### src/rtl/snn_pkg.sv
// Shared SNN widths, rate meter state type and saturating helpers.
package snn_pkg;

  localparam int SNN_CNT_W = 8;
  localparam int SNN_WIN_W = 16;

  typedef enum logic {
    IDLE,
    RUN
  } rate_state_t;

  // Adds inc to v, clipping at 2^w-1; callers cast the result to width w.
  function automatic logic [31:0] sat_inc(
    input logic [31:0] v,
    input logic        inc,
    input int unsigned w
  );
    logic [31:0] mx;
    mx = (w >= 32) ? 32'hffff_ffff : ((32'd1 << w) - 32'd1);
    if (inc && (v >= mx))
      sat_inc = mx;
    else
      sat_inc = v + {31'd0, inc};
  endfunction

endpackage

### src/rtl/spike_edge_det.sv
// Registers a spike level and emits a one-cycle pulse on its rising edge.
module spike_edge_det (
  input  logic clk,
  input  logic rst_n,
  input  logic spike,
  output logic rise
);

  logic spike_q;

  always_ff @(posedge clk or negedge rst_n) begin
    if (!rst_n)
      spike_q <= 1'b0;
    else
      spike_q <= spike;
  end

  assign rise = spike & ~spike_q;

endmodule

### src/rtl/spike_rate_meter.sv
// Windowed spike-rate meter; SPIKE_RATE_ISI_EN adds inter-spike interval outputs.
module spike_rate_meter
  import snn_pkg::*;
#(
  parameter int CNT_W = SNN_CNT_W,
  parameter int WIN_W = SNN_WIN_W
) (
  input  logic             clk,
  input  logic             rst_n,
  input  logic             spike,
  input  logic             en,
  input  logic             clear,
  input  logic [WIN_W-1:0] window_len,
  output logic [CNT_W-1:0] rate,
  output logic             rate_valid,
  output logic             rate_sat,
  output logic             busy
`ifdef SPIKE_RATE_ISI_EN
  ,
  output logic [WIN_W-1:0] isi,
  output logic             isi_valid
`endif
);

  localparam logic [CNT_W-1:0] ACC_MAX = '1;

  rate_state_t      state;
  logic             rise;
  logic [WIN_W-1:0] win_cnt;
  logic [WIN_W-1:0] win_len_q;
  logic [WIN_W-1:0] wl_eff;
  logic [CNT_W-1:0] acc;
  logic [CNT_W-1:0] acc_nxt;
  logic             sat_acc;
  logic             ovf;
  logic             win_end;

  spike_edge_det u_edge (
    .clk   (clk),
    .rst_n (rst_n),
    .spike (spike),
    .rise  (rise)
  );

  always_comb begin
    wl_eff  = (window_len == '0) ? WIN_W'(1) : window_len;
    ovf     = rise && (acc == ACC_MAX);
    acc_nxt = CNT_W'(sat_inc(32'(acc), rise, CNT_W));
    win_end = (state == RUN) && (win_cnt == (win_len_q - WIN_W'(1)));
  end

  always_ff @(posedge clk or negedge rst_n) begin
    if (!rst_n) begin
      state      <= IDLE;
      busy       <= 1'b0;
      win_cnt    <= '0;
      win_len_q  <= '0;
      acc        <= '0;
      sat_acc    <= 1'b0;
      rate       <= '0;
      rate_valid <= 1'b0;
      rate_sat   <= 1'b0;
    end else if (clear) begin
      state      <= IDLE;
      busy       <= 1'b0;
      win_cnt    <= '0;
      win_len_q  <= '0;
      acc        <= '0;
      sat_acc    <= 1'b0;
      rate       <= '0;
      rate_valid <= 1'b0;
      rate_sat   <= 1'b0;
    end else begin
      rate_valid <= 1'b0;
      unique case (state)
        IDLE: begin
          acc     <= '0;
          sat_acc <= 1'b0;
          win_cnt <= '0;
          if (en) begin
            state     <= RUN;
            busy      <= 1'b1;
            win_len_q <= wl_eff;
          end
        end
        RUN: begin
          if (win_end) begin
            rate       <= acc_nxt;
            rate_sat   <= sat_acc | ovf;
            rate_valid <= 1'b1;
            acc        <= '0;
            sat_acc    <= 1'b0;
            win_cnt    <= '0;
            win_len_q  <= wl_eff;
          end else begin
            acc     <= acc_nxt;
            sat_acc <= sat_acc | ovf;
            win_cnt <= win_cnt + WIN_W'(1);
          end
          // A completed window still publishes above; a partial one is dropped.
          if (!en) begin
            state   <= IDLE;
            busy    <= 1'b0;
            acc     <= '0;
            sat_acc <= 1'b0;
            win_cnt <= '0;
          end
        end
      endcase
    end
  end

`ifdef SPIKE_RATE_ISI_EN
  logic [WIN_W-1:0] isi_cnt;
  logic             isi_seen;

  always_ff @(posedge clk or negedge rst_n) begin
    if (!rst_n) begin
      isi_cnt   <= '0;
      isi_seen  <= 1'b0;
      isi       <= '0;
      isi_valid <= 1'b0;
    end else if (clear) begin
      isi_cnt   <= '0;
      isi_seen  <= 1'b0;
      isi       <= '0;
      isi_valid <= 1'b0;
    end else begin
      isi_valid <= 1'b0;
      if (state != RUN) begin
        isi_cnt  <= '0;
        isi_seen <= 1'b0;
      end else begin
        // isi_cnt holds cycles elapsed since the last counted edge.
        if (rise) begin
          isi_cnt  <= WIN_W'(1);
          isi_seen <= 1'b1;
          if (isi_seen) begin
            isi       <= isi_cnt;
            isi_valid <= 1'b1;
          end
        end else begin
          isi_cnt <= WIN_W'(sat_inc(32'(isi_cnt), 1'b1, WIN_W));
        end
        if (!en) begin
          isi_cnt  <= '0;
          isi_seen <= 1'b0;
        end
      end
    end
  end
`endif

endmodule

### config.mk
export PLATFORM = sky130hd
export DESIGN_NAME = spike_rate_meter
export DESIGN_NICKNAME = d
export VERILOG_FILES = /design/src/rtl/snn_pkg.sv /design/src/rtl/spike_edge_det.sv /design/src/rtl/spike_rate_meter.sv
export SDC_FILE = /design/constraint.sdc
export NUM_CORES = 1
export LEC_CHECK = 0
export ABC_AREA = 1
export BUFFER_PORTS_ARGS = -buffer_cell sky130_fd_sc_hd__buf_2
export CAP_MARGIN = 25
export CELL_PAD_IN_SITES_DETAIL_PLACEMENT = 2
export CELL_PAD_IN_SITES_GLOBAL_PLACEMENT = 2
export CORE_MARGIN = 1
export CORE_UTILIZATION = 31
export DETAILED_ROUTE_END_ITERATION = 12
export PLACE_DENSITY = 0.75
export RECOVER_POWER = 100
export SYNTH_ARGS = -nofsm -noshare
export SYNTH_HDL_FRONTEND = slang
export SYNTH_SLANG_ARGS = --single-unit
### constraint.sdc
create_clock -name clk -period 2.2 [get_ports clk]
set_clock_uncertainty 0.05 [all_clocks]
set_input_delay 0.11 -clock clk [delete_from_list [all_inputs] [get_ports clk]]
set_output_delay 0.11 -clock clk [all_outputs]
set_load 0.05 [all_outputs]
# Yosys cells after proc, flatten, opt, wreduce, memory -nomap -nowiden
# Cells that the tools add are included.
# classes
n_addsub	3
n_mul	0
div_mod_pow	0
n_lt_le_gt_ge	1
n_eq_ne	5
shift	0
mux	33
n_bitwise	4
n_reduce_logical	9
# ops
op	count
2-to-1 mux 16 bit	7
one-hot mux 16 bit (2 select lines)	2
2-to-1 mux 8 bit	7
adder 16 x 1 -> 16 bit, second input constant	1
equality test 16 bit	1
zero test 16 bit	1
one-hot mux 8 bit (2 select lines)	1
subtractor 16 x 1 -> 16 bit, second input constant	1
2-to-1 mux 1 bit	14
adder 8 x 1 -> 8 bit	1
equality test 8 bit, second input constant	1
greater-or-equal comparator 8 bit, second input constant	1
inequality test 3 bit, second input constant	2
AND reduction 2 bit	3
one-hot mux 1 bit (2 select lines)	2
nonzero test 2 bit	2
logical AND 1 bit	3
inequality test 3 x 2 -> 1 bit, second input constant	1
inverter 1 bit	2
bitwise AND 1 bit	1
bitwise OR 1 bit	1
# totals
regBits	54
latch_bits	0
mem_bits_rw	0
mem_bits_ro	0
input_bits	21
out_inout_bits	11
elab_cells	65
memories	0

# Depth between registers and ports, before layout
# logic_depth
ltp_word	8
mapped_depth	17
ltp_nobuf	15

# By module
# From an unflattened synthesis, not the netlist that was laid out.
# hier_totals
cells_unflattened	487
hier_area_um2	3479.6
# by_module_without_submodules
mod	n_inst	cells_per_inst	area_per_inst_um2	seq_area_each_um2
spike_rate_meter	1	484	3444.6	1326.3
spike_edge_det	1	3	35.0	25.0

# Worst setup path before layout
# OpenSTA, ideal clock, no wires.
# synth_timing
path_type	flip-flop to flip-flop
start	reg win_len_q[0]
end	reg acc[6]
setup_ns	0.120
t_arrival_ns	1.934
required_ns	2.030
path_slack_ns	0.096
stages_incl_launch_ff	14
n_path_buf	2
synth_period_minus_slack_ns	2.104
path_cell_list	dfrtp_1 > inv_1 > ha_1 > buf_2 > nand2_1 > nor2_2 > nand2_1 > xor2_1 > nand2_1 > nor2_2 > nand3_4 > nand3_2 > buf_4 > nor2_1
# synth_between
elab_chain_cells	7
# synth_rtl
item	line	text
start, declared	spike_rate_meter.sv:30	logic [WIN_W-1:0] win_len_q;
start signal, assigned	spike_rate_meter.sv:83	win_len_q <= wl_eff;
start signal, assigned	spike_rate_meter.sv:94	win_len_q <= wl_eff;
subtractor 16 x 1 -> 16 bit	spike_rate_meter.sv:49	win_end = (state == RUN) && (win_cnt == (win_len_q - WIN_W'(1)));
equality test 16 bit	spike_rate_meter.sv:49	
logical AND 1 bit	spike_rate_meter.sv:49	
2-to-1 mux 8 bit	spike_rate_meter.sv:87	if (win_end) begin
2-to-1 mux 8 bit	spike_rate_meter.sv:101	if (!en) begin
one-hot mux 8 bit (2 select lines)	spike_rate_meter.sv:75	unique case (state)
2-to-1 mux 8 bit	spike_rate_meter.sv:63	end else if (clear) begin
end signal, assigned	spike_rate_meter.sv:96	acc <= acc_nxt;
end, declared	spike_rate_meter.sv:32	logic [CNT_W-1:0] acc;
# No other way between the ends.
# A chain may end at the register's enable or synchronous reset.

# Worst setup path in the final report
# layout_timing
start	reg win_len_q[7]
end	reg win_len_q[13]
# layout_between
elab_chain_cells	5
# layout_rtl
item	line
subtractor 16 x 1 -> 16 bit	spike_rate_meter.sv:49
equality test 16 bit	spike_rate_meter.sv:49
logical AND 1 bit	spike_rate_meter.sv:49
inequality test 3 x 2 -> 1 bit (no line)	n/a
AND reduction 2 bit (no line)	n/a
# No other way between the ends.

==> metrics.csv <==
metric;value;unit
Synth Warn #;0;
vias in the first global route;3384;
largest fanout on the critical path;6;
worst path arrival time;2.45;ns
DR vias;3146;
CTS H-Tree Depth;2;
Gate Count Post-Synth;441;
layout net count;525;
setup TNS;-1.81;ns
final setup margin;-0.0861;ns
fin. max-slew vios;0;
launch point of the worst reg-to-reg path;win_len_q[7];
# setup viols final;47;
fill cell count;1192;
Worst-Margin Slew;1.47;ns
# placed instances;611;
clock slew at reported path FFs;0.12;ns
area delta synth->final;29.8;%
pin count of the biggest net entering global routing;28;
final instance area;0.00421;mm2
# IOs;32;
hold path depth;3;
EDFF count, synth;0;
CP Launch Type;flop;
Final Instance Count excl. Fillers;634;
TritonCTS buffer count;5;
drt wl/cell;17.9;um
CP Cell Sequence;nor2_1, nand2_1, nor2_4, nand3_1, nand2_1, nand2_2, inv_2, nand2_2, nor2_4, nand3_4, buf_6, clkbuf_16, nand4_1, nand2_1;
unrepaired setup endpoints after global routing;true;
# rows;36;
Syn Area/Cell;7.35;um2
grt ovf;0;
fin crit share;104;%
register cell area after layout;0.00136;mm2
Yosys cell types;29;
DIE HEIGHT;104;um
outcome;finished with violations;
hold endpoint;busy;
Hold Path Origin;en;
most used cell, CP;nand2_1;
FF-to-FF path depth;14;
worst reg2reg path endpoint;win_len_q[13];
slowest CP cell;dfrtp_1;
Util after Layout;42.2;%
Max VDD drop;294;uV
final hold viol count;0;
Max-Cap Viols;0;
Die ar.;0.0109;mm2
relative slew slack;1.97;%
Min Hold Slack;0.0292;ns
Top FF cell, synth;dfrtp_1;
# DRC;0;
post-synthesis sequential area ratio;41.7;%
Clk Latency, worst-skew pair;0.33;ns
# clock sinks;54;
Fmax achieved;437;MHz
Port Buf Inserts;31;
GPL Wtd Cong;0.766;
final wirelength;11300;um
core box area;0.00995;mm2
post-DP HPWL;7320;um
Detailed Route Iter0 Violations;62;
layout cells sized above 1;24.4;%
Critical Path End Type;flop;
Synth Cell Area;0.00324;mm2
Min-Delay Path Class;primary input to flop;
async set-reset flop share out of synthesis;100;%
# diodes;0;
failing checks;setup timing;
initial core utilization;32.6;%
total track usage;20.1;%
leak pwr;2.08;nW
Die X;104;um
remaining antenna violation count after routing;0;
dpl cell area;0.00364;mm2
CTS tree;built;
Worst path max stage delay;0.47;ns
first-pass GRT wire length;17300;um
vias per cell;4.96;
#FFs+latches synth;54;
Reg2Reg Setup Slack;-0.09;ns
DR pass1 iterations;4;
initial antenna violation count;0;
Setup CP Type;flop to flop;
Root Driver;clkbuf_8;
crit path time final;2.29;ns
Post-Syn Nets;466;
clock buffer depth;2;
WP data required;2.37;ns
Multi-input gate area;0.00185;mm2
PD cells;520;mW/mm2
[registers in the layout, indices dropped and copies added (netlist names)]
name / count
win_cnt: 16
win_len_q: 16
acc: 8
rate: 8
busy: 1
rate_sat: 1
rate_valid: 1
sat_acc: 1
state: 1
u_edge.spike_q: 1
[timing repair]
action                                  CTS  global route
pin swaps                                12            38
endpoints found under the hold margin    26             0
setup buffers                             6             2
endpoints found under the setup margin   50            51
hold buffers                              2             0
gates cloned                              3             2
resized for setup                        26            60
[cells in the final DEF (no fill, tap or decap), drive strengths merged]
cell type      n
o211ai         1
o21ai          2
xor2          21
dlygate4sd3    2
nand3b         4
nor3           1
inv           60
nor4           4
a211oi         1
o31ai          1
ha             4
buf           44
nor2          83
nand4         21
xnor2          7
and2           1
clkbuf        21
xnor3          1
nand2        127
a21oi          3
nand3         35
dfrtp         54
clkinv         3
[through the flow]
step	power [mW]	setup slack, ns
finish	2.18	-0.0861
global route	2.29	-0.205
CTS	2.14	0.00847
detailed placement	1.46	-0.0949
global placement	1.44	-0.0118
floorplan	1.31	0.0958
[power by group]
part	switching [mW]	total, mW	internal, mW
logic	0.310	0.496	0.186
clock network	0.386	0.624	0.237
registers	0.0451	1.07	1.02
[kinds of logic (layout without fill, tap and decap cells)]
logic type / Yosys count / count (layout) / synth area share (%)
and+or+nand+nor: 274 / 276 / 37.9
adders and majority gates: 4 / 4 / 1.54
buffers and inverters: 72 / 130 / 9.15
AOI/OAI and AO/OA: 8 / 8 / 1.47
DFF: 54 / 54 / 41.7
xor gates and xnor gates: 29 / 29 / 8.26
[worst max-delay path: cells and delay by family (launching register included)]
family	cells	cell delay, ns
simple gates	11	1.32
flops	1	0.47
buf+inv	3	0.37
[how the worst max path moves through the flow]
stage | startpoint | slack (ns) | endpoint
3_3_place_gp | win_len_q[2] | -0.01 | acc[6]
4_1_cts | win_len_q[0] | 0.008 | rate[7]
5_1_grt | win_len_q[7] | -0.20 | win_len_q[2]
6_report | win_len_q[7] | -0.09 | win_len_q[13]
2_1_floorplan | win_len_q[0] | 0.1 | acc[6]
3_5_place_dp | win_len_q[2] | -0.09 | rate[1]
[cell usage after synthesis (3+ instances only)]
library cell / number / area, um2
nand4_1: 21 / 131
xor2_1: 21 / 184
inv_1: 58 / 218
nand3b_1: 4 / 30.0
nand3_1: 31 / 155
nor2_1: 75 / 282
ha_1: 4 / 50.1
nor4_1: 4 / 25.0
nor2_2: 3 / 18.8
nor2_4: 4 / 45.0
dfrtp_1: 54 / 1350
clkbuf_1: 5 / 18.8
buf_2: 3 / 15.0
nand2_1: 126 / 473
xnor2_1: 7 / 61.3
a21oi_1: 3 / 15.0
[routing by layer]
metal	vias up	global-route usage, %	share of wire, %
li1	1493	-	-
met1	1587	25.0	43
met2	49	35.9	53
met3	17	2.88	2.4
met4	0	5.71	1.9
met5	-	0	0
[layout make-up]
class | instances | share of cell area, %
multi-input combinational | 317 | 43.9
sequential | 54 | 32.3
timing repair buffer | 62 | 12.2
inverter | 60 | 5.36
tap | 133 | 3.96
clock buffer | 5 | 1.64
clock inverter | 3 | 0.684
(Power assumes the default switching activity.)
